===== src/rtl/hssl_rx_link_sync.sv =====
// hssl_rx_link_sync: receive-side link synchroniser for the HSSL.
// Classifies 8b10b words from the GT, tracks link sync using idle commas,
// forwards data words through a small first-word-fall-through FIFO and
// requests a GT RX datapath reset after a prolonged loss of sync.
// Optional statistics counters are built when HSSL_RX_STATS_EN is defined;
// otherwise err_cnt_out and drop_cnt_out are tied to zero.
// FIFO_DEPTH_LOG2 must be at least 1.
module hssl_rx_link_sync #(
  parameter int SYNC_COMMA_CNT  = 8,
  parameter int LOS_ERR_THRESH  = 4,
  parameter int RESET_TIMEOUT   = 65535,
  parameter int FIFO_DEPTH_LOG2 = 2
) (
  input  logic        clk_in,
  input  logic        reset_n_in,
  input  logic [31:0] rx_data_in,
  input  logic [3:0]  rx_charisk_in,
  input  logic [3:0]  rx_disperr_in,
  input  logic [3:0]  rx_encerr_in,
  input  logic        rx_bufstatus_in,
  input  logic        rx_reset_done_in,
  output logic        rx_reset_datapath_out,
  output logic [31:0] data_out,
  output logic        vld_out,
  input  logic        rdy_in,
  output logic        link_up_out,
  output logic [1:0]  state_out,
  output logic [15:0] err_cnt_out,
  output logic [15:0] drop_cnt_out
);

  localparam int Depth  = 1 << FIFO_DEPTH_LOG2;
  localparam int TimerW = $clog2(RESET_TIMEOUT + 1);

  typedef enum logic [1:0] {
    StLoss    = 2'b00,
    StAcquire = 2'b01,
    StSync    = 2'b10
  } state_e;

  state_e      state_q;
  logic [7:0]  commaCnt_q;
  logic [3:0]  budget_q;
  logic        linkUp_q;

  logic        anyErr, isIdle, isData, isBad, forceLoss;

  logic [31:0] mem_q [Depth];
  logic [FIFO_DEPTH_LOG2-1:0] rdPtr_q, wrPtr_q;
  logic [FIFO_DEPTH_LOG2:0]   count_q;
  logic        full, pop, pushReq, push;

  logic [TimerW-1:0] timer_q;
  logic              rstReq_q;

  // Word classification: an idle is a K28.5 in byte 0 only, upper bytes ignored
  assign anyErr    = (|rx_disperr_in) | (|rx_encerr_in);
  assign isIdle    = !anyErr && (rx_charisk_in == 4'b0001) && (rx_data_in[7:0] == 8'hBC);
  assign isData    = !anyErr && (rx_charisk_in == 4'b0000);
  assign isBad     = !(isIdle || isData);
  assign forceLoss = rx_bufstatus_in | ~rx_reset_done_in;

  // Sync FSM: comma counting in ACQUIRE, leaky error budget in SYNC
  always_ff @(posedge clk_in or negedge reset_n_in) begin
    if (!reset_n_in) begin
      state_q    <= StLoss;
      commaCnt_q <= '0;
      budget_q   <= '0;
      linkUp_q   <= 1'b0;
    end else if (forceLoss) begin
      state_q    <= StLoss;
      commaCnt_q <= '0;
      budget_q   <= '0;
      linkUp_q   <= 1'b0;
    end else begin
      case (state_q)
        StLoss: begin
          if (isIdle) begin
            if (SYNC_COMMA_CNT == 1) begin
              state_q  <= StSync;
              budget_q <= '0;
              linkUp_q <= 1'b1;
            end else begin
              state_q    <= StAcquire;
              commaCnt_q <= 8'd1;
            end
          end
        end
        StAcquire: begin
          if (isBad) begin
            state_q    <= StLoss;
            commaCnt_q <= '0;
          end else if (isData) begin
            commaCnt_q <= '0;
          end else if (commaCnt_q + 8'd1 == 8'(SYNC_COMMA_CNT)) begin
            state_q    <= StSync;
            commaCnt_q <= '0;
            budget_q   <= '0;
            linkUp_q   <= 1'b1;
          end else begin
            commaCnt_q <= commaCnt_q + 8'd1;
          end
        end
        StSync: begin
          if (isBad) begin
            if (budget_q + 4'd1 == 4'(LOS_ERR_THRESH)) begin
              state_q  <= StLoss;
              budget_q <= '0;
              linkUp_q <= 1'b0;
            end else begin
              budget_q <= budget_q + 4'd1;
            end
          end else if (budget_q != 4'd0) begin
            budget_q <= budget_q - 4'd1;
          end
        end
        default: begin
          state_q    <= StLoss;
          commaCnt_q <= '0;
          budget_q   <= '0;
          linkUp_q   <= 1'b0;
        end
      endcase
    end
  end

  assign state_out   = state_q;
  assign link_up_out = linkUp_q;

  // Push uses the registered state, so a data word arriving with a
  // force-loss condition is still forwarded; a full FIFO accepts only
  // when the head is popped in the same cycle
  assign full    = (count_q == (FIFO_DEPTH_LOG2 + 1)'(Depth));
  assign vld_out = (count_q != '0);
  assign pop     = vld_out & rdy_in;
  assign pushReq = isData && (state_q == StSync);
  assign push    = pushReq && (!full || pop);

  // Data FIFO storage and pointers; the head is read combinationally
  always_ff @(posedge clk_in or negedge reset_n_in) begin
    if (!reset_n_in) begin
      for (int i = 0; i < Depth; i++) mem_q[i] <= '0;
      rdPtr_q <= '0;
      wrPtr_q <= '0;
      count_q <= '0;
    end else begin
      if (push) begin
        mem_q[wrPtr_q] <= rx_data_in;
        wrPtr_q        <= wrPtr_q + 1'b1;
      end
      if (pop) rdPtr_q <= rdPtr_q + 1'b1;
      case ({push, pop})
        2'b10:   count_q <= count_q + 1'b1;
        2'b01:   count_q <= count_q - 1'b1;
        default: count_q <= count_q;
      endcase
    end
  end

  assign data_out = mem_q[rdPtr_q];

  // Datapath reset timer: one-cycle request after RESET_TIMEOUT LOSS cycles
  always_ff @(posedge clk_in or negedge reset_n_in) begin
    if (!reset_n_in) begin
      timer_q  <= '0;
      rstReq_q <= 1'b0;
    end else begin
      rstReq_q <= 1'b0;
      if ((state_q == StLoss) && rx_reset_done_in) begin
        if (timer_q == TimerW'(RESET_TIMEOUT - 1)) begin
          timer_q  <= '0;
          rstReq_q <= 1'b1;
        end else begin
          timer_q <= timer_q + 1'b1;
        end
      end else begin
        timer_q <= '0;
      end
    end
  end

  assign rx_reset_datapath_out = rstReq_q;

`ifdef HSSL_RX_STATS_EN
  logic [15:0] errCnt_q, dropCnt_q;
  logic        drop;

  assign drop = pushReq && !push;

  // Saturating statistics: bad words in any state, words lost to a full FIFO
  always_ff @(posedge clk_in or negedge reset_n_in) begin
    if (!reset_n_in) begin
      errCnt_q  <= '0;
      dropCnt_q <= '0;
    end else begin
      if (isBad && (errCnt_q != 16'hFFFF)) errCnt_q <= errCnt_q + 16'd1;
      if (drop && (dropCnt_q != 16'hFFFF)) dropCnt_q <= dropCnt_q + 16'd1;
    end
  end

  assign err_cnt_out  = errCnt_q;
  assign drop_cnt_out = dropCnt_q;
`else
  assign err_cnt_out  = '0;
  assign drop_cnt_out = '0;
`endif

endmodule


===== config.mk =====
export PLATFORM = sky130hd
export DESIGN_NAME = hssl_rx_link_sync
export DESIGN_NICKNAME = d
export VERILOG_FILES = /design/src/rtl/hssl_rx_link_sync.sv
export SDC_FILE = /design/constraint.sdc
export NUM_CORES = 1
export LEC_CHECK = 0
export CAP_MARGIN = 20
export CORE_AREA = 3 3 94 162
export CTS_CLUSTER_SIZE = 10
export DETAILED_ROUTE_END_ITERATION = 6
export DIE_AREA = 0 0 97 165
export PLACE_DENSITY = 0.84
export SLEW_MARGIN = 20
export SYNTH_ARGS = -nofsm -noshare
export SYNTH_HDL_FRONTEND = slang
export SYNTH_SLANG_ARGS = --single-unit

===== constraint.sdc =====
create_clock -name clk_in -period 7.16 [get_ports clk_in]
set_input_delay 1.074 -clock clk_in [delete_from_list [all_inputs] [get_ports clk_in]]
set_output_delay 1.074 -clock clk_in [all_outputs]
set_load 0.1 [all_outputs]

==> results.py <==
metrics = {
    "global_route": {
        "grt-ovfl-total": 0,
        "grt_pass1_vias": 5402,
        "grt_util_all_layers_pct": 21.37,
        "grt_pass1_wl_um": 27120,
        "grt_max_degree": 87,
        "top_usage_layer": "met2",
        "grt_util_met2_pct": 40.22,
        "use_met3_pct": 3.846,
        "use_met1_pct": 24.13,
        "antenna_found_initial": 0,
    },
    "power_and_ir_drop": {
        "pwr-share-comb_pct": 7.1,
        "vdd_ir_drop_max_uv": 121.7,
        "swShare_pct": 26.06,
        "p_sw_mw": 0.5017,
        "seqPwrFrac_pct": 49.2,
        "intPower_mw": 1.424,
        "p_leak_nw": 4.575,
        "power_density_nw_per_um2": 202.1,
        "p_clk_share_pct": 43.7,
    },
    "yosys": {
        "ys_seq_elements": 167,
        "synthFlopType": "dfrtp_1",
        "seq_area_frac_synth_pct": 50.98,
        "synth_cells": 587,
        "synth_edf_count": 0,
        "avgSynthCellArea_um2": 13.97,
        "synth.cell_area_um2": 8198,
        "yosys_warnings": 0,
        "async_flop_share_pct": 100.0,
        "ys_types": 50,
    },
    "routing": {
        "drt_iter0_drc": 281,
        "vias": 4928,
        "drtPass1Iterations": 4,
        "routedWlPerCell_um": 18.99,
        "final_antenna_net_count": 0,
        "wirelength_um": 16280,
        "routed_via_density": 5.750,
        "remaining_drc_errors": 0,
    },
    "sta": {
        "finClkSkew_ps": 9.552,
        "hold_ws_ps": 501.2,
        "timing.setup.tns_ps": 0,
        "drv_slew": 0,
        "period_share_pct": 59.80,
        "rsz0062_at_grt": "false",
        "max_freq_mhz": 233.6,
        "relSlewSlack_pct": 30.95,
        "final_hold_viol_count": 0,
        "min_period_ps": 4281,
        "finalSetupViolCount": 0,
        "tightest_slew_ps": 1032,
    },
    "final_layout": {
        "drive_gt1_share_pct": 30.74,
        "fin_cells": 857,
        "final_util_pct": 67.82,
        "nNetsFinal": 729,
        "n_antenna_cell": 0,
        "area_growth_pct": 16.22,
    },
    "critical_path": {
        "r2r-end": "budget_q[0]$_DFFE_PN0P_",
        "criticalPathCategory": "reg -> out",
        "crit_path_start": "rdPtr_q[0]$_DFFE_PN0P_",
        "critPathCapture": "data_out[5]",
        "arrival_ps": 3210,
        "critPathMaxFanout": 18,
        "r2r_cells": 7,
        "worstPathRequired_ps": 6090,
        "cp-end-kind": "output pin",
        "r2r_start": "commaCnt_q[0]$_DFFE_PN0P_",
        "reg2reg_slack_ps": 4540,
        "worst_setup_path_start_kind": "register",
    },
    "placement": {
        "gp_congestion": 0.8231,
        "dp.cells": 825,
        "dp_hpwl_um": 10940,
        "port_buffers": 85,
    },
    "job": {
        "cap_violations": 0,
    },
    "clocking": {
        "ctsHoldBuffers": 0,
        "cts_repair_resize_count": 0,
        "clock_latency_ps": 420,
        "path_clk_slew_ps": 70,
        "post_cts_buffers": 0,
        "clockBufferDepth": 2,
        "h-tree-depth": 4,
        "cts_buffers": 17,
        "cts_tree": "built",
        "cts_root_buf": "clkbuf_16",
        "cts_sinks": 167,
    },
    "floorplanning": {
        "fp-row-count": 57,
        "fp.dieArea_um2": 16010,
        "ioPinCount": 118,
        "die-width_um": 97,
        "core_region_area_um2": 14050,
        "start_util_pct": 58.35,
        "die_y_um": 165,
    },
    "outcome": {
        "status": "finished, final reports clean",
    },
    "min_path": {
        "holdCritPathClass": "reg -> reg",
    },
}
## per-layer routing
metal	vias to the layer above	part of all wire, %	wire, um
li1	2218	-	-
met1	2577	38	6243
met2	112	57	9233
met3	21	3.3	531
met4	0	1.7	269
met5	-	0	0
## synthesized netlist by cell type, types with 9 or more instances
cell type    n  share of area, %
ha_1        12               1.8
nor2_1      33               1.5
nand3_1     10              0.61
xnor2_1      9              0.96
nand2_1     18              0.82
buf_6       13               1.8
dfrtp_1    167                51
buf_4       32               2.9
mux2_2     110                15
clkbuf_1    10              0.46
o21ai_0     13              0.79
mux2_4      21               3.8
xor2_1      14               1.5
mux4_2      32               8.8
inv_1       11              0.50
## sequential cells by signal, summed over array words and instances, names as in the netlist
| name | cells |
|---|---|
| wrPtr_q | 2 |
| rdPtr_q | 2 |
| link_up_out | 1 |
| state_out | 2 |
| commaCnt_q | 8 |
| count_q | 3 |
| timer_q | 16 |
| mem_q | 128 |
| budget_q | 4 |
| rx_reset_datapath_out | 1 |
## how the worst min path moves through the flow
stage                     cells after the start                      to              startpoint  slack [ps]
after floorplan                               1  count_q[2]$_DFFE_PN0P_  count_q[2]$_DFFE_PN0P_         450
after global placement                        1  count_q[2]$_DFFE_PN0P_  count_q[2]$_DFFE_PN0P_         470
after detailed placement                      1  count_q[2]$_DFFE_PN0P_  count_q[2]$_DFFE_PN0P_         480
after CTS                                     1  count_q[2]$_DFFE_PN0P_  count_q[2]$_DFFE_PN0P_         500
after global routing                          1  count_q[2]$_DFFE_PN0P_  count_q[2]$_DFFE_PN0P_         510
final                                         1  count_q[2]$_DFFE_PN0P_  count_q[2]$_DFFE_PN0P_         500
## per-stage QoR
| step | area [um2] | power, mW | worst slack (ps) |
|---|---|---|---|
| 2_1_floorplan | 8314 | 1.058 | 3863 |
| 3_5_place_dp | 8976 | 1.102 | 3038 |
| 3_3_place_gp | 8976 | 1.098 | 3206 |
| 5_1_grt | 9528 | 1.988 | 2730 |
| 6_report | 9528 | 1.925 | 2879 |
| 4_1_cts | 9524 | 1.943 | 2798 |
## cells by family (layout without fill, tap and decap cells)
group                    count (synthesis)  in the layout  synth area share [%]
flip-flops                             167            167                 50.98
multiplexers                           163            163                 27.75
AND/OR/NAND/NOR                        116            116                 7.997
buffers and inverters                   69            131                 5.815
AO/OA/AOI/OAI                           35             35                 2.885
XOR/XNOR                                23             23                 2.457
adder cells (fa/ha/maj)                 13             13                 2.076
other                                    1             32               0.04574
## worst max-delay path, stage by stage, from the launching register on
cell             delay (ps)
dfrtp_2                 730
buf_4                   460
mux4_2                  600
clkdlybuf4s50_1        1000
## cells in the final DEF (no fill, tap or decap), drive strengths merged, types with 2 or more instances in the layout
master         synthesis  routed
dfrtp                167     167
mux2                 131     131
clkdlybuf4s50          0      84
nor2                  33      33
mux4                  32      32
conb                   1      32
nand2                 23      23
clkbuf                10      17
inv                   11      17
xor2                  14      14
o21ai                 14      14
ha                    12      12
nand3                 10      10
xnor2                  9       9
and3                   8       8
nand4                  7       7
a21oi                  6       6
nor3                   5       5
nor4b                  5       5
clkinv                 0       5
or3                    4       4
nor2b                  4       4
clkinvlp               0       4
buf                   48       4
a31oi                  3       3
nor4                   3       3
and2                   3       3
o31ai                  2       2
nand4b                 2       2
nand4bb                2       2
nor3b                  2       2
## power by group through the flow
stage	logic [mW]	clock network (mW)	registers (mW)
after floorplan	0.0942	0	0.964
after detailed placement	0.138	0	0.964
final	0.137	0.842	0.946
after global routing	0.146	0.897	0.946
after CTS	0.138	0.858	0.946
after global placement	0.134	0	0.964
## cell type report
| class | count | area [um2] |
|---|---|---|
| multi-input cells | 382 | 3659 |
| inverters | 11 | 41.29 |
| fillers | 964 | 4522 |
| clock inverters | 15 | 122.6 |
| clock buffers | 17 | 425.4 |
| repair buffers | 88 | 878.3 |
| flip-flops and latches | 167 | 4180 |
| well taps | 177 | 221.5 |
Power figures use the tool's default switching activity.
